## config.mk

```make
export PLATFORM = sky130hd
export DESIGN_NAME = ctrl_sequencer_flat
export DESIGN_NICKNAME = d
export VERILOG_FILES = /design/src/rtl/ctrl_pkg.sv /design/src/rtl/ctrl_sequencer_if.sv /design/src/rtl/ctrl_fetch_wait.sv /design/src/rtl/ctrl_sequencer.sv /design/src/flat_wrapper.sv
export SDC_FILE = /design/constraint.sdc
export NUM_CORES = 1
export LEC_CHECK = 0
export ABC_CLOCK_PERIOD_IN_PS = 3100
export CORE_ASPECT_RATIO = 0.8
export CORE_UTILIZATION = 46
export CTS_CLUSTER_SIZE = 40
export DETAILED_ROUTE_END_ITERATION = 8
export PLACE_DENSITY = 0.87
export RECOVER_POWER = 25
export SYNTH_ARGS = -nofsm -noshare
export SYNTH_HDL_FRONTEND = slang
export SYNTH_HIERARCHICAL = 1
export SYNTH_SLANG_ARGS = --single-unit
```

## constraint.sdc

```tcl
create_clock -name Clock -period 3.1 [get_ports Clock]
set_input_delay 0.62 -clock Clock [delete_from_list [all_inputs] [get_ports Clock]]
set_output_delay 0.62 -clock Clock [all_outputs]
set_load 0.01 [all_outputs]
```

## src/rtl/ctrl_pkg.sv

```systemverilog
// rtl/ctrl_pkg.sv - States, opcodes, default step table and error codes for ctrl_sequencer
package ctrl_pkg;

    typedef enum logic [2:0] {
        S_RST, S_F0, S_F1, S_F2, S_DEC, S_EXEC, S_HALT, S_ERR
    } state_t;

    localparam logic [4:0] OP_LD   = 5'b00000, OP_LDI  = 5'b00001, OP_ST   = 5'b00010,
                           OP_ADD  = 5'b00011, OP_SUB  = 5'b00100, OP_AND  = 5'b00101,
                           OP_OR   = 5'b00110, OP_ROR  = 5'b00111, OP_ROL  = 5'b01000,
                           OP_SHR  = 5'b01001, OP_SHRA = 5'b01010, OP_SHL  = 5'b01011,
                           OP_ADDI = 5'b01100, OP_ANDI = 5'b01101, OP_ORI  = 5'b01110,
                           OP_DIV  = 5'b01111, OP_MUL  = 5'b10000, OP_NEG  = 5'b10001,
                           OP_NOT  = 5'b10010, OP_BR   = 5'b10011, OP_JAL  = 5'b10100,
                           OP_JR   = 5'b10101, OP_IN   = 5'b10110, OP_OUT  = 5'b10111,
                           OP_MFLO = 5'b11000, OP_MFHI = 5'b11001, OP_NOP  = 5'b11010,
                           OP_HALT = 5'b11011;

    localparam logic [1:0] ERR_NONE    = 2'b00;
    localparam logic [1:0] ERR_ILLEGAL = 2'b01;
    localparam logic [1:0] ERR_TIMEOUT = 2'b10;

    // Entry k sits at bits [3k +: 3]; listed from opcode 31 down to opcode 0.
    localparam logic [95:0] STEP_TABLE_DEF = {
        3'd0, 3'd0, 3'd0, 3'd0,                         // 11111..11100 reserved
        3'd0, 3'd1, 3'd1, 3'd1, 3'd1, 3'd1, 3'd1,       // halt nop mfhi mflo out in jr
        3'd2, 3'd3, 3'd2, 3'd2, 3'd4, 3'd4,             // jal br not neg mul div
        3'd3, 3'd3, 3'd3, 3'd3, 3'd3, 3'd3, 3'd3,       // ori andi addi shl shra shr rol
        3'd3, 3'd3, 3'd3, 3'd3, 3'd3,                   // ror or and sub add
        3'd4, 3'd3, 3'd5                                // st ldi ld
    };

endpackage

```

## src/rtl/ctrl_sequencer_if.sv

```systemverilog
// rtl/ctrl_sequencer_if.sv - Instruction/memory inputs and control strobes of ctrl_sequencer
interface ctrl_sequencer_if #(
    parameter int IRW   = 32,
    parameter int OPW   = 5,
    parameter int STEPW = 3,
    parameter int CNTW  = 32
);
    logic [IRW-1:0]   IR;
    logic             Mem_Ready;
    logic             Stop;
    logic             Resume;
    logic             PCout, MARin, IncPC, Zin;
    logic             Zlowout, PCin, Read, MDRin;
    logic             MDRout, IRin;
    logic             exec_valid;
    logic [OPW-1:0]   opcode;
    logic [STEPW-1:0] step;
    logic             Run;
    logic [1:0]       err;
    logic [CNTW-1:0]  instr_count;

    modport master (
        input  IR, Mem_Ready, Stop, Resume,
        output PCout, MARin, IncPC, Zin, Zlowout, PCin, Read, MDRin, MDRout, IRin,
        output exec_valid, opcode, step, Run, err, instr_count
    );

    modport slave (
        output IR, Mem_Ready, Stop, Resume,
        input  PCout, MARin, IncPC, Zin, Zlowout, PCin, Read, MDRin, MDRout, IRin,
        input  exec_valid, opcode, step, Run, err, instr_count
    );
endinterface

```

## src/rtl/ctrl_fetch_wait.sv

```systemverilog
// rtl/ctrl_fetch_wait.sv - F1 memory wait counter with timeout detection
module ctrl_fetch_wait #(
    parameter int MEM_WAIT    = 1,
    parameter int MEM_TIMEOUT = 15
) (
    input  logic Clock,
    input  logic Reset,
    input  logic f1_active,
    input  logic mem_ready,
    output logic ready,
    output logic timeout
);
    localparam int CW = ($clog2(MEM_TIMEOUT + 1) < 1) ? 1 : $clog2(MEM_TIMEOUT + 1);
    localparam logic [CW-1:0] LIMIT = CW'(MEM_TIMEOUT);

    logic [CW-1:0] wait_cnt;

    always_ff @(posedge Clock or posedge Reset) begin
        if (Reset)
            wait_cnt <= '0;
        else if (!f1_active)
            wait_cnt <= '0;
        else if (!mem_ready && wait_cnt != LIMIT)
            wait_cnt <= wait_cnt + 1'b1;
    end

    // Ready takes priority over timeout when both land on the limit cycle.
    assign ready   = (MEM_WAIT != 0) ? mem_ready : 1'b1;
    assign timeout = (MEM_WAIT != 0) && f1_active && !mem_ready && (wait_cnt == LIMIT);
endmodule

```

## src/rtl/ctrl_sequencer.sv

```systemverilog
// rtl/ctrl_sequencer.sv - Multicycle fetch/decode/execute sequencer for the Mini-SRC datapath
module ctrl_sequencer
    import ctrl_pkg::*;
#(
    parameter int                          IRW         = 32,
    parameter int                          OPW         = 5,
    parameter int                          STEPW       = 3,
    parameter logic [(2**OPW)*STEPW-1:0]   STEP_TABLE  = STEP_TABLE_DEF,
    parameter logic [OPW-1:0]              HALT_OP     = OP_HALT,
    parameter int                          MEM_WAIT    = 1,
    parameter int                          MEM_TIMEOUT = 15,
    parameter int                          CNTW        = 32
) (
    input  logic               Clock,
    input  logic               Reset,
    ctrl_sequencer_if.master   bus
);
    state_t           state_q, state_d;
    logic [OPW-1:0]   opcode_q;
    logic [STEPW-1:0] step_q;
    logic [CNTW-1:0]  count_q;
    logic [1:0]       err_q;
    logic             f1_first_q;
    logic             in_f1, mem_ok, mem_timeout;
    logic [OPW-1:0]   ir_op;
    logic [STEPW-1:0] ir_steps, last_step;

    assign ir_op     = bus.IR[IRW-1 -: OPW];
    assign ir_steps  = STEP_TABLE[ir_op*STEPW +: STEPW];
    assign last_step = STEP_TABLE[opcode_q*STEPW +: STEPW] - 1'b1;
    assign in_f1     = (state_q == S_F1);

    ctrl_fetch_wait #(
        .MEM_WAIT    (MEM_WAIT),
        .MEM_TIMEOUT (MEM_TIMEOUT)
    ) u_fetch_wait (
        .Clock     (Clock),
        .Reset     (Reset),
        .f1_active (in_f1),
        .mem_ready (bus.Mem_Ready),
        .ready     (mem_ok),
        .timeout   (mem_timeout)
    );

    always_ff @(posedge Clock or posedge Reset) begin
        if (Reset)
            state_q <= S_RST;
        else
            state_q <= state_d;
    end

    always_comb begin
        state_d         = state_q;
        bus.PCout       = 1'b0;
        bus.MARin       = 1'b0;
        bus.IncPC       = 1'b0;
        bus.Zin         = 1'b0;
        bus.Zlowout     = 1'b0;
        bus.PCin        = 1'b0;
        bus.Read        = 1'b0;
        bus.MDRin       = 1'b0;
        bus.MDRout      = 1'b0;
        bus.IRin        = 1'b0;
        bus.exec_valid  = 1'b0;
        bus.Run         = 1'b0;
        case (state_q)
            S_RST:  state_d = S_F0;
            S_F0: begin
                {bus.PCout, bus.MARin, bus.IncPC, bus.Zin} = 4'b1111;
                bus.Run = 1'b1;
                state_d = S_F1;
            end
            S_F1: begin
                // PC update happens once; the read strobes stretch over wait states.
                bus.Zlowout = f1_first_q;
                bus.PCin    = f1_first_q;
                bus.Read    = 1'b1;
                bus.MDRin   = 1'b1;
                bus.Run     = 1'b1;
                if (mem_ok)
                    state_d = S_F2;
                else if (mem_timeout)
                    state_d = S_ERR;
            end
            S_F2: begin
                bus.MDRout = 1'b1;
                bus.IRin   = 1'b1;
                bus.Run    = 1'b1;
                state_d    = S_DEC;
            end
            S_DEC: begin
                bus.Run = 1'b1;
                if (ir_op == HALT_OP)
                    state_d = S_HALT;
                else if (ir_steps == '0)
                    state_d = S_ERR;
                else
                    state_d = S_EXEC;
            end
            S_EXEC: begin
                bus.exec_valid = 1'b1;
                bus.Run        = 1'b1;
                if (step_q == last_step)
                    state_d = bus.Stop ? S_HALT : S_F0;
            end
            S_HALT: begin
                if (bus.Resume && !bus.Stop)
                    state_d = S_F0;
            end
            S_ERR:   state_d = S_ERR;
            default: state_d = S_RST;
        endcase
    end

    always_ff @(posedge Clock or posedge Reset) begin
        if (Reset) begin
            opcode_q   <= '0;
            step_q     <= '0;
            count_q    <= '0;
            err_q      <= ERR_NONE;
            f1_first_q <= 1'b0;
        end else begin
            f1_first_q <= (state_q == S_F0);
            case (state_q)
                S_F1: begin
                    if (!mem_ok && mem_timeout)
                        err_q <= ERR_TIMEOUT;
                end
                S_DEC: begin
                    opcode_q <= ir_op;
                    if (ir_op == HALT_OP)
                        count_q <= count_q + 1'b1;
                    else if (ir_steps == '0)
                        err_q <= ERR_ILLEGAL;
                    else
                        step_q <= '0;
                end
                S_EXEC: begin
                    if (step_q == last_step)
                        count_q <= count_q + 1'b1;
                    else
                        step_q <= step_q + 1'b1;
                end
                default: ;
            endcase
        end
    end

    assign bus.opcode      = opcode_q;
    assign bus.step        = step_q;
    assign bus.err         = err_q;
    assign bus.instr_count = count_q;
endmodule

```

## src/flat_wrapper.sv

```systemverilog
// flat-port wrapper written by rule: the top's interface ports become plain ports
module ctrl_sequencer_flat import ctrl_pkg::*;
#(
    parameter int                          IRW         = 32,
    parameter int                          OPW         = 5,
    parameter int                          STEPW       = 3,
    parameter logic [(2**OPW)*STEPW-1:0]   STEP_TABLE  = STEP_TABLE_DEF,
    parameter logic [OPW-1:0]              HALT_OP     = OP_HALT,
    parameter int                          MEM_WAIT    = 1,
    parameter int                          MEM_TIMEOUT = 15,
    parameter int                          CNTW        = 32
)
  (Clock, Reset, bus_IR, bus_Mem_Ready, bus_Stop, bus_Resume, bus_PCout, bus_MARin, bus_IncPC, bus_Zin, bus_Zlowout, bus_PCin, bus_Read, bus_MDRin, bus_MDRout, bus_IRin, bus_exec_valid, bus_opcode, bus_step, bus_Run, bus_err, bus_instr_count);
  ctrl_sequencer_if #(.IRW(IRW), .OPW(OPW), .STEPW(STEPW), .CNTW(CNTW)) bus_i ();
  input  logic Clock;
  input  logic Reset;
  input wire logic [$bits(bus_i.IR)-1:0] bus_IR;
  input wire logic [$bits(bus_i.Mem_Ready)-1:0] bus_Mem_Ready;
  input wire logic [$bits(bus_i.Stop)-1:0] bus_Stop;
  input wire logic [$bits(bus_i.Resume)-1:0] bus_Resume;
  output wire logic [$bits(bus_i.PCout)-1:0] bus_PCout;
  output wire logic [$bits(bus_i.MARin)-1:0] bus_MARin;
  output wire logic [$bits(bus_i.IncPC)-1:0] bus_IncPC;
  output wire logic [$bits(bus_i.Zin)-1:0] bus_Zin;
  output wire logic [$bits(bus_i.Zlowout)-1:0] bus_Zlowout;
  output wire logic [$bits(bus_i.PCin)-1:0] bus_PCin;
  output wire logic [$bits(bus_i.Read)-1:0] bus_Read;
  output wire logic [$bits(bus_i.MDRin)-1:0] bus_MDRin;
  output wire logic [$bits(bus_i.MDRout)-1:0] bus_MDRout;
  output wire logic [$bits(bus_i.IRin)-1:0] bus_IRin;
  output wire logic [$bits(bus_i.exec_valid)-1:0] bus_exec_valid;
  output wire logic [$bits(bus_i.opcode)-1:0] bus_opcode;
  output wire logic [$bits(bus_i.step)-1:0] bus_step;
  output wire logic [$bits(bus_i.Run)-1:0] bus_Run;
  output wire logic [$bits(bus_i.err)-1:0] bus_err;
  output wire logic [$bits(bus_i.instr_count)-1:0] bus_instr_count;
  assign bus_i.IR = bus_IR;
  assign bus_i.Mem_Ready = bus_Mem_Ready;
  assign bus_i.Stop = bus_Stop;
  assign bus_i.Resume = bus_Resume;
  assign bus_PCout = bus_i.PCout;
  assign bus_MARin = bus_i.MARin;
  assign bus_IncPC = bus_i.IncPC;
  assign bus_Zin = bus_i.Zin;
  assign bus_Zlowout = bus_i.Zlowout;
  assign bus_PCin = bus_i.PCin;
  assign bus_Read = bus_i.Read;
  assign bus_MDRin = bus_i.MDRin;
  assign bus_MDRout = bus_i.MDRout;
  assign bus_IRin = bus_i.IRin;
  assign bus_exec_valid = bus_i.exec_valid;
  assign bus_opcode = bus_i.opcode;
  assign bus_step = bus_i.step;
  assign bus_Run = bus_i.Run;
  assign bus_err = bus_i.err;
  assign bus_instr_count = bus_i.instr_count;
  ctrl_sequencer #(.IRW(IRW), .OPW(OPW), .STEPW(STEPW), .STEP_TABLE(STEP_TABLE), .HALT_OP(HALT_OP), .MEM_WAIT(MEM_WAIT), .MEM_TIMEOUT(MEM_TIMEOUT), .CNTW(CNTW)) u_core (.Clock(Clock), .Reset(Reset), .bus(bus_i));
endmodule
```

==> results of run 1 <==
## through the flow
| step | setup WS [ns] | hold slack [ns] | instances | utilization (%) | total power [uW] |
|---|---|---|---|---|---|
| after detailed placement | 0.2737 | 0.4624 | 392 | 60.69 | 2251 |
| final | 0.2995 | 0.4763 | 400 | 62.54 | 2686 |
| after global placement | 0.3644 | 0.4612 | 392 | 60.69 | 2209 |
| after global routing | 0.03585 | 0.4932 | 400 | 62.54 | 2861 |
| after floorplan | 0.5627 | 0.3861 | 266 | - | 1781 |
| after CTS | 0.2505 | 0.4787 | 400 | 62.59 | 2706 |
## worst register-to-register path: stages, from the launching register on
cell     delay, ns
dfrtp_1       0.48
inv_1         0.16
nand2_1       0.07
a22o_1        0.18
a221o_1       0.30
ha_1          0.21
xor2_1        0.17
xnor2_1       0.17
o31ai_4       0.40
buf_12        0.24
nand4_1       0.14
xnor2_1       0.20
## placed cells by master, fill, tap and decap left out, drive strengths merged, types with 7 or more instances in the layout
cell           count
a21oi              8
and3              24
and4               7
clkbuf             8
clkdlybuf4s50     62
dfrtp             50
inv                8
nand2             18
nand3             18
nand4             14
nor3               7
o21ai              8
xnor2             32
## state kept, by name (all words and copies together), names as in the netlist
name	count
u_core/bus.err	2
u_core/bus.instr_count	32
u_core/bus.opcode	5
u_core/bus.step	3
u_core/f1_first_q	1
u_core/state_q	3
u_core/u_fetch_wait/wait_cnt	4
## area by class of cell
type                    instances  area (um2)
flip-flops and latches         50        1251
well taps                      78       97.59
inverters                      10       37.54
clock inverters                 1       30.03
clock buffers                   7       76.32
repair buffers                 69       685.7
fillers                       470        2092
multi-input cells             185        1315
## cells by family (layout without fill, tap and decap cells)
| kind of cell | Yosys count | count (layout) | share of synthesized area, % |
|---|---|---|---|
| buffers and inverters | 31 | 87 | 6.109 |
| AO/OA/AOI/OAI | 38 | 38 | 11.21 |
| XOR/XNOR | 35 | 35 | 11.25 |
| flip-flops | 50 | 50 | 45.93 |
| multiplexers | 6 | 6 | 2.618 |
| adder cells (fa/ha/maj) | 4 | 4 | 1.837 |
| AND/OR/NAND/NOR | 102 | 102 | 21.04 |
## cells in the mapped netlist (7+ instances only)
cell	count	area share, %
dfrtp_1	50	46
xnor2_1	32	10
and3_1	24	5.5
nand2_1	18	2.5
nand3_1	18	3.3
nand4_1	14	3.2
inv_1	9	1.2
a21oi_1	8	1.5
buf_4	8	2.2
nor3_1	7	1.3
o21ai_0	7	1.3
## worst min-delay path by stage
| stage | to | slack (ns) | depth (start not counted) | startpoint |
|---|---|---|---|---|
| 3_5_place_dp | u_core/bus.instr_count[31] | 0.46 | 1 | u_core/bus.instr_count[31] |
| 6_report | u_core/bus.instr_count[31] | 0.48 | 1 | u_core/bus.instr_count[31] |
| 4_1_cts | u_core/bus.instr_count[31] | 0.48 | 1 | u_core/bus.instr_count[31] |
| 5_1_grt | u_core/bus.err[0] | 0.49 | 1 | u_core/bus.err[0] |
| 3_3_place_gp | u_core/bus.instr_count[31] | 0.46 | 1 | u_core/bus.instr_count[31] |
| 2_1_floorplan | u_core/u_fetch_wait/wait_cnt[0] | 0.39 | 1 | Reset |
## power by group through the flow
stage | clock (uW) | sequential (uW) | combinational, uW
6_report | 445 | 989 | 1250
5_1_grt | 483 | 1020 | 1360
4_1_cts | 462 | 986 | 1260
3_5_place_dp | 0 | 998 | 1250
3_3_place_gp | 0 | 991 | 1220
2_1_floorplan | 0 | 940 | 842
## metal layers
layer	part of all wire, %	track usage, %	up-vias
met1	48	28.33	1043
met2	47	29.46	52
met5	0	0	-
met3	4.1	4.434	4
met4	0.85	5.735	0
li1	-	-	1057
==> impl_metrics.tcl, run 1 <==
set metrics [dict create \
    outcome "finished clean" \
    grt_pass1_vias 2017 \
    worstMarginPinSlew_ns 1.123 \
    dieArea_mm2 0.006235 \
    grt_usage_pct 19.55 \
    worstReg2RegEnd "u_core/bus.instr_count[21]" \
    clkTransAtPathRegs_ns 0.08 \
    cp_top_family "compound AO/OA/AOI/OAI gates" \
    ys_warn_count 6 \
    ys.flop_type "dfrtp_1" \
    max_freq_mhz 357.1 \
    cts_max_level 2 \
    async_flop_share_pct 100.0 \
    drc 0 \
    route.detailed.wl_per_inst_um 14.48 \
    peakVddDrop_uv 457.8 \
    syn_inst 266 \
    p_switching_uw 1035 \
    internal-power_uw 1651 \
    die_y_um 70.83 \
    end_kind "flop" \
    crit_end "u_core/bus.instr_count[21]" \
    tritoncts "done" \
    leakagePower_uw 0.001575 \
    clockBufferDepth 2 \
    drt-total-wl_um 5791 \
    dr_total_vias 2156 \
    startpoint "u_core/bus.opcode[4]" \
    pwr-share-clk_pct 16.6 \
    powerDensity_mw_per_mm2 768.8 \
    synth_edf_count 0 \
    layout-drive-gt1-share_pct 7.453 \
    worstPathArrival_ns 3.01 \
    gr-total-overflow 0 \
    path_max_fanout 31 \
    row_count 24 \
    r2r_setup_slack_ns 0.30 \
    period_minus_slack_ns 2.801 \
    power_frac_comb_pct 46.6 \
    gp_congestion 0.7592 \
    drtIter0Drc 93 \
    cts-root-buf "clkbuf_8" \
    clock_latency_ns 0.30 \
    timing.final.crit_share_pct 90.34 \
    synth_area_mm2 0.002724 \
    slew_headroom_pct 25.13 \
    max_stage_delay_ns 0.48 \
    antenna_found_initial 0 \
    grt_max_degree 47 \
    cts_hold_buf 0 \
    cp.depth 11 \
    path_class "flop to flop" \
    port_buffers 63 \
    placed_area_mm2 0.003390 \
    reg2reg_depth 11 \
    cts_sinks 50 \
    antenna_left 0 \
    crit_chain "inv_1, nand2_1, a22o_1, a221o_1, ha_1, xor2_1, xnor2_1, o31ai_4, buf_12, nand4_1, xnor2_1" \
    tns_ns 0 \
    r2r_start "u_core/bus.opcode[4]" \
    ys_seq_area_share_pct 45.93 \
    syn_to_final_growth_pct 28.25 \
    synth_seq_cells 50 \
    rsz0062_at_grt "false" \
    cts.repair.resized 0 \
    core_mm2 0.005585 \
    switching_share_pct 38.54 \
    cpMostUsedCell "xnor2_1" \
    critPathBufInv 2 \
    post_cts_buffers 0 \
    final_area_mm2 0.003493 \
    finalSetupViolations 0 \
    num_io_pins 91 \
    cp_slowest_cell "dfrtp_1" \
    syn_nets 307 \
    layout.nets 362 \
    initial_utilization_pct 48.77 \
    detailed_place_hpwl_um 4210 \
    ys_types 48 \
    drt-vias-per-instance 5.390 \
    start_kind "flop" \
    syn_area_per_cell_um2 10.24 \
    antennaDiodeCount 0 \
    p_seq_share_pct 36.8 \
    maxCapViolations 0 \
    hold_class "flop to flop" \
    grt_pass1_wl_um 9446 \
    cp.required_ns 3.31 \
    drt_first_pass_iters 4 \
    cts_buffers 5 \
    final_hold_viol_count 0 \
    die-width_um 88.04 \
    report.final.slew_viol_count 0 \
    clock_skew_ns 0.006061 \
]
Note: power is estimated with default switching activity, not from simulation.
==> run 2, diff against run 1 <==
Settings changed: PLACE_DENSITY 0.87 to 0.86, RECOVER_POWER 25 to not set.
==> impl_metrics.tcl, run 2 (synthesis gave the netlist of run 1 again) <==
set metrics [dict create \
    met3_usage_pct 3.734 \
    clockBufferDepth 2 \
    powerDensity_mw_per_mm2 762.2 \
    setup_ws_ns 0.3625 \
    cts.repair.resized 0 \
    multi_input_area_mm2 0.001315 \
    slew_headroom_pct 62.85 \
    grt_pass1_vias 2014 \
    finalPower_uw 2667 \
    gr-total-overflow 0 \
    syn_to_final_growth_pct 28.48 \
    tns_ns 0 \
    die-width_um 88.04 \
    start_kind "flop" \
    cp.required_ns 2.48 \
    cts_max_level 2 \
    placed_area_mm2 0.003390 \
    drc 0 \
    gp_congestion 0.7803 \
    path_class "flop to output pin" \
    antenna_left 0 \
    dr_total_vias 2176 \
    die_y_um 70.83 \
    fillers 495 \
    route.detailed.wl_per_inst_um 14.49 \
    grt_max_degree 41 \
    end_kind "output pin" \
    leakagePower_uw 0.001575 \
    cts_hold_buf 0 \
    path_max_fanout 12 \
    grt_util_met2_pct 30.32 \
    worstMarginPinSlew_ns 0.5530 \
    antennaDiodeCount 0 \
    drt-total-wl_um 5794 \
    drtIter0Drc 81 \
    final_area_mm2 0.003500 \
    maxCapViolations 0 \
    cts_buffers 5 \
    dp_slack_ns 0.4156 \
    use_met1_pct 28.29 \
    report.final.slew_viol_count 0 \
    most-common-layout-cells "63 x clkdlybuf4s50_1, 50 x dfrtp_1, 32 x xnor2_1" \
    hold_class "flop to flop" \
    outcome "finished clean" \
    clkTransAtPathRegs_ns 0.08 \
    antenna_found_initial 0 \
    top_usage_layer "met2" \
    grt_usage_pct 19.51 \
    rsz0062_at_grt "false" \
    timing.final.crit_share_pct 88.31 \
    row_count 24 \
    initial_utilization_pct 48.77 \
    finalSetupViolations 0 \
    period_minus_slack_ns 2.737 \
    layout.nets 362 \
    port_buffers 63 \
    clock_skew_ns 0.008027 \
    detailed_place_hpwl_um 4237 \
    clock_latency_ns 0.29 \
    cts-root-buf "clkbuf_8" \
    largest_reg_flops 32 \
    final_common_cell "clkdlybuf4s50_1" \
    core_mm2 0.005585 \
    layout-drive-gt1-share_pct 7.764 \
    instances_no_fill 400 \
    tritoncts "done" \
    drt_first_pass_iters 4 \
    num_io_pins 91 \
    dieArea_mm2 0.006235 \
    final_hold_viol_count 0 \
    post_cts_buffers 0 \
    layout.area.seq_mm2 0.001251 \
    drt-vias-per-instance 5.440 \
    worstPathArrival_ns 2.12 \
    grt_pass1_wl_um 9563 \
    cts_sinks 50 \
    peakVddDrop_uv 418.9 \
    placed_cells 392 \
    max_freq_mhz 365.3 \
]
==> run 2: changes by cell type in the layout (fill, tap and decap cells not counted) <==
| cell | delta |
|---|---|
| buf_4 | +1 |
| clkbuf_1 | -1 |
| clkbuf_2 | -1 |
| clkdlybuf4s50_1 | +1 |
| clkinvlp_4 | +1 |
| dlygate4sd3_1 | -1 |
==> run 2: critical path, stage by stage, from the launching register on <==
cell             delay (ns)
dfrtp_1                0.56
inv_1                  0.13
nor3_1                 0.49
clkdlybuf4s50_1        0.64
==> run 2: path summary, 6_finish.rpt <==
check	from	end	slack [ns]	cells past startpoint
hold / removal	u_core/bus.err[0]	u_core/bus.err[0]	0.48	1
setup / recovery	u_core/state_q[0]	bus_exec_valid	0.36	3
hold reg to reg	u_core/bus.err[0]	u_core/bus.err[0]	0.48	1
setup reg to reg	u_core/bus.opcode[4]	u_core/bus.instr_count[1]	0.37	11
max in group asynchronous	Reset	u_core/bus.instr_count[0]	1.69	3
min in group asynchronous	Reset	u_core/u_fetch_wait/wait_cnt[1]	0.56	2
==> run 2: per-stage QoR <==
stage | hold WS (ns) | utilization [%]
after global placement | 0.4612 | 60.69
after CTS | 0.4865 | 62.66
after global routing | 0.4961 | 62.66
final | 0.4810 | 62.66
after floorplan | 0.3861 | -
after detailed placement | 0.4668 | 60.69
==> run 2: layer usage <==
layer,part of all wire (%),vias up
met5,0,-
met4,0.52,0
met3,3.6,2
li1,-,1065
met1,47,1064
met2,49,45
==> run 2: final cells by class <==
class	count	share of cell area [%]
clock buffers	6	2.074
clock inverters	2	1.073
inverters	10	1.073
multi-input cells	185	37.58
flip-flops and latches	50	35.75
well taps	78	2.789
repair buffers	69	19.66
==> run 2: power breakdown <==
part,leakage (uW),internal [uW],switching (uW)
Combinational,0.000860,625,597
Clock,0.0000514,241,212
Sequential,0.000664,775,217
==> run 3, diff against run 2 <==
Settings changed: CELL_PAD_IN_SITES_DETAIL_PLACEMENT set to 0, CELL_PAD_IN_SITES_GLOBAL_PLACEMENT set to 1, CORE_UTILIZATION 46 to 34, PLACE_DENSITY 0.86 to 0.85, SLEW_MARGIN set to 10.
==> impl_metrics.tcl, run 3 (synthesis gave the netlist of run 1 again) <==
set metrics [dict create \
    outcome "finished clean" \
    hold_class "flop to flop" \
    layout.nets 364 \
    top_usage_layer "met2" \
    cts-root-buf "clkbuf_8" \
    reg2reg_depth 10 \
    grt_max_degree 41 \
    met3_usage_pct 2.894 \
    route.detailed.wl_per_inst_um 13.76 \
    die_y_um 82.06 \
    end_kind "flop" \
    grt_util_met2_pct 22.55 \
    peakVddDrop_uv 386.4 \
    dr_total_vias 2156 \
    hold_path_depth 1 \
    rsz0062_at_grt "false" \
    leakagePower_uw 0.001594 \
    r2r_start "u_core/bus.opcode[2]" \
    use_met1_pct 21.77 \
    max_freq_mhz 363.0 \
    clock_skew_ns 0.005398 \
    core_mm2 0.007567 \
    most-common-layout-cells "63 x clkdlybuf4s50_1, 50 x dfrtp_1, 32 x xnor2_1" \
    largest_reg_flops 32 \
    final_area_mm2 0.003547 \
    finalSetupViolations 0 \
    drt-vias-per-instance 5.026 \
    grt_pass1_vias 2022 \
    grt_usage_pct 14.92 \
    placed_area_mm2 0.003438 \
    powerDensity_mw_per_mm2 756.1 \
    period_minus_slack_ns 2.755 \
    cts.repair.resized 0 \
    cp.required_ns 3.28 \
    r2r_setup_slack_ns 0.34 \
    hold_end "u_core/bus.err[0]" \
    report.final.slew_viol_count 0 \
    gr-total-overflow 0 \
    syn_to_final_growth_pct 30.23 \
    tritoncts "done" \
    dp_slack_ns 0.3762 \
    antennaDiodeCount 0 \
    port_buffers 63 \
    cts_buffers 5 \
    min_from "u_core/bus.err[0]" \
    worstPathArrival_ns 2.94 \
    antenna_found_initial 0 \
    maxCapViolations 0 \
    clkTransAtPathRegs_ns 0.09 \
    slew_headroom_pct 65.65 \
    layout-drive-gt1-share_pct 8.951 \
    final_hold_viol_count 0 \
    final_common_cell "clkdlybuf4s50_1" \
    gp_congestion 0.7371 \
    drt-total-wl_um 5901 \
    dieArea_mm2 0.008375 \
    tns_ns 0 \
    clockBufferDepth 2 \
    num_io_pins 91 \
    path_class "flop to flop" \
    row_count 28 \
    clock_latency_ns 0.29 \
    grt_pass1_wl_um 9756 \
    initial_utilization_pct 36.00 \
    worstReg2RegEnd "u_core/bus.instr_count[1]" \
    drtIter0Drc 99 \
    post_cts_buffers 0 \
    detailed_place_hpwl_um 4269 \
    setup_ws_ns 0.3449 \
    worstMarginPinSlew_ns 0.5145 \
    drc 0 \
    cts_sinks 50 \
    timing.final.crit_share_pct 88.87 \
    die-width_um 102.1 \
    cts_max_level 2 \
    cts_hold_buf 0 \
    antenna_left 0 \
    hold-worst-slack_ns 0.4815 \
    drt_first_pass_iters 4 \
    fin_util_pct 46.88 \
    path_max_fanout 40 \
    start_kind "flop" \
]
==> run 3: cell types whose count changed in the layout (fill, tap and decap cells not counted), sizes merged <==
cell      previous run  this run
buf                  6         8
clkbuf               6         5
clkinv               2         3
clkinvlp             1         0
inv                  8         9
==> run 3: layer usage <==
metal  share of wire, %  up-vias
li1                   -     1071
met2                 45       42
met5                  0        -
met4               0.68        0
met3                3.7        2
met1                 51     1041
==> run 3: worst max-delay path: stages (launching register included) <==
cell and delay, ns:
dfrtp_1 0.50, o211a_1 0.29, o21ai_0 0.28, nand2_1 0.12, ha_1 0.20, xor2_1 0.17, xnor2_1 0.16, o31ai_4 0.26
buf_12 0.24, nand2_1 0.11, mux2_2 0.29
==> run 3: how the worst max path moves through the flow <==
stage	cells past startpoint	to	start
floorplan	13	u_core/bus.instr_count[11]	u_core/bus.opcode[3]
global placement	11	u_core/bus.instr_count[1]	u_core/bus.opcode[4]
detailed placement	11	u_core/bus.instr_count[1]	u_core/bus.opcode[4]
CTS	10	u_core/bus.instr_count[1]	u_core/bus.opcode[2]
global route	10	u_core/bus.instr_count[1]	u_core/bus.opcode[2]
finish	10	u_core/bus.instr_count[1]	u_core/bus.opcode[2]
==> run 3: area by class of cell <==
| cell class | count | area [um2] |
|---|---|---|
| clock inverters | 3 | 40.04 |
| inverters | 10 | 37.54 |
| fillers | 727 | 4020 |
| clock buffers | 5 | 68.82 |
| well taps | 105 | 131.4 |
| repair buffers | 71 | 703.2 |
| multi-input cells | 185 | 1315 |
| flip-flops and latches | 50 | 1251 |
==> run 3: stage by stage <==
step | power (uW) | std cells
after floorplan | 1781 | 266
after global placement | 2222 | 421
after detailed placement | 2245 | 421
after CTS | 2708 | 429
after global routing | 2881 | 429
final | 2682 | 429
==> run 3: where the power goes <==
group          switching, uW  internal, uW
registers                220           775
clock network            208           238
logic                    608           633
==> RTL edit: new RTL, config.mk and constraints of run 2 <==
`CNTW` is set to 32 in 3 places; all go to 16.
--- a/src/rtl/ctrl_sequencer_if.sv
+++ b/src/rtl/ctrl_sequencer_if.sv
@@ -3,7 +3,7 @@
     parameter int IRW   = 32,
     parameter int OPW   = 5,
     parameter int STEPW = 3,
-    parameter int CNTW  = 32
+    parameter int CNTW  = 16
 );
     logic [IRW-1:0]   IR;
     logic             Mem_Ready;
--- a/src/rtl/ctrl_sequencer.sv
+++ b/src/rtl/ctrl_sequencer.sv
@@ -9,7 +9,7 @@
     parameter logic [OPW-1:0]              HALT_OP     = OP_HALT,
     parameter int                          MEM_WAIT    = 1,
     parameter int                          MEM_TIMEOUT = 15,
-    parameter int                          CNTW        = 32
+    parameter int                          CNTW        = 16
 ) (
     input  logic               Clock,
     input  logic               Reset,
--- a/src/flat_wrapper.sv
+++ b/src/flat_wrapper.sv
@@ -8,7 +8,7 @@
     parameter logic [OPW-1:0]              HALT_OP     = OP_HALT,
     parameter int                          MEM_WAIT    = 1,
     parameter int                          MEM_TIMEOUT = 15,
-    parameter int                          CNTW        = 32
+    parameter int                          CNTW        = 16
 )
   (Clock, Reset, bus_IR, bus_Mem_Ready, bus_Stop, bus_Resume, bus_PCout, bus_MARin, bus_IncPC, bus_Zin, bus_Zlowout, bus_PCin, bus_Read, bus_MDRin, bus_MDRout, bus_IRin, bus_exec_valid, bus_opcode, bus_step, bus_Run, bus_err, bus_instr_count);
   ctrl_sequencer_if #(.IRW(IRW), .OPW(OPW), .STEPW(STEPW), .CNTW(CNTW)) bus_i ();
Interface: changed (resized bus_instr_count); port bits go from 91 to 75. No check against the original RTL was run, so the function may have changed too.
==> RTL edit against run 2 <==
  * Cell area shrank 26%
  * Maximum frequency shrank 1.2%
  * Power shrank 13%
  * Largest cell class unchanged
  * Critical path type is now register to register
  * Cell count shrank 26%
  * Wire length shrank 26%
  * Clock skew shrank 0.0049 ns
  * Synthesized area shrank 25%
  * Sequential cell count shrank 16
  * Setup slack lost 0.035 ns
  * First-iteration DRC count grew 3.7%
==> RTL edit: results (changes against run 2) <==
| Metric | Value |
|---|---|
| Sequential group power | 0.781 mW (-21%) |
| Psw | 0.949 mW (-7.5%) |
| PnR worst setup slack | 0.328 ns (-0.0345 ns) |
| Max stage delay on crit path | 0.57 ns (-0.07 ns) |
| Dpl ws | 0.395 ns (-0.0208 ns) |
| Max reg flops | 16 (-50%) |
| Routed WL per cell | 14.5 um (+0.13%) |
| Data buffer area share | 20.0% (+0.37 points) |
| Status | finished, final reports clean |
| DR vias/cell | 5.47 (+0.48%) |
| Multi-input logic area | 1030 um2 (-22%) |
| Fill cells | 370 (-25%) |
| Worst R2R Path Depth | 9 (-2) |
| DP Wirelength | 2970 um (-30%) |
| Slowest CP cell | a2111oi_1 |
| Mapped Nets | 237 (-23%) |
| Cells after Synth | 196 (-26%) |
| Final Instance Area | 2570 um2 (-26%) |
| Share of layout cells above drive strength 1 | 13.0% (+5.2 points) |
| Reg power frac | 33.7% (-3.5 points) |
| Buffers, non-clock | 53 (-23%) |
| Vias in the first global route | 1548 (-23%) |
| Multi-input gate count | 137 (-26%) |
| Clock Sinks | 34 (-32%) |
| GRT Util Overall | 19.7% (+0.22 points) |
| Drt first pass iters | 7 (+3) |
| Port-buffer cells | 47 (-25%) |
| Worst slew margin | 65.3% (+2.4 points) |
| WS Path Type | register to register |
| Nets | 280 (-23%) |
| DR iter-0 viols | 84 (+3.7%) |
## RTL edit: changes by cell type in the layout (fill, tap and decap cells not counted), sizes merged, moves of 4 or more
cell / change
nor3: -4
nand4: -10
nand2: -4
and3: -16
dfrtp: -16
clkdlybuf4s50: -16
xnor2: -18
## RTL edit: worst min path at each step
| stage | cells past startpoint | endpoint | slack (ns) |
|---|---|---|---|
| after floorplan | 1 | u_core/u_fetch_wait/wait_cnt[0]$_DFFE_PP0P_ | 0.39 |
| after global placement | 1 | u_core/bus.err[0]$_DFFE_PP0P_ | 0.46 |
| after detailed placement | 1 | u_core/bus.err[0]$_DFFE_PP0P_ | 0.47 |
| after CTS | 1 | u_core/bus.err[0]$_DFFE_PP0P_ | 0.49 |
| after global routing | 1 | u_core/bus.instr_count[15]$_DFFE_PP0P_ | 0.51 |
| final | 1 | u_core/bus.err[0]$_DFFE_PP0P_ | 0.48 |
## RTL edit: routing by layer
| metal | GRT usage [%] | part of all wire, % | vias to the layer above |
|---|---|---|---|
| li1 | - | - | 793 |
| met1 | 25.9 | 48 | 777 |
| met2 | 32.2 | 47 | 43 |
| met3 | 4.59 | 3.8 | 5 |
| met4 | 8.24 | 1.4 | 0 |
| met5 | 0 | 0 | - |
## RTL edit: worst register-to-register path, stage by stage, from the launching register on
cell       delay [ns]
dfrtp_1          0.50
a2111oi_1        0.57
a221o_1          0.19
ha_1             0.15
xor2_1           0.18
xnor2_1          0.14
o31ai_2          0.28
buf_4            0.24
nand2_1          0.10
mux2_2           0.29
## RTL edit: logic make-up (layout without fill, tap and decap cells)
kind of cell	Yosys count	count (layout)	share of synthesized area, %
flops	34	34	41.9
buf+inv	25	68	7.45
xor+xnor	20	20	8.62
simple gates	67	67	19.6
mux	6	6	3.51
compound gates	40	40	16.5
fa+ha+maj	4	4	2.46
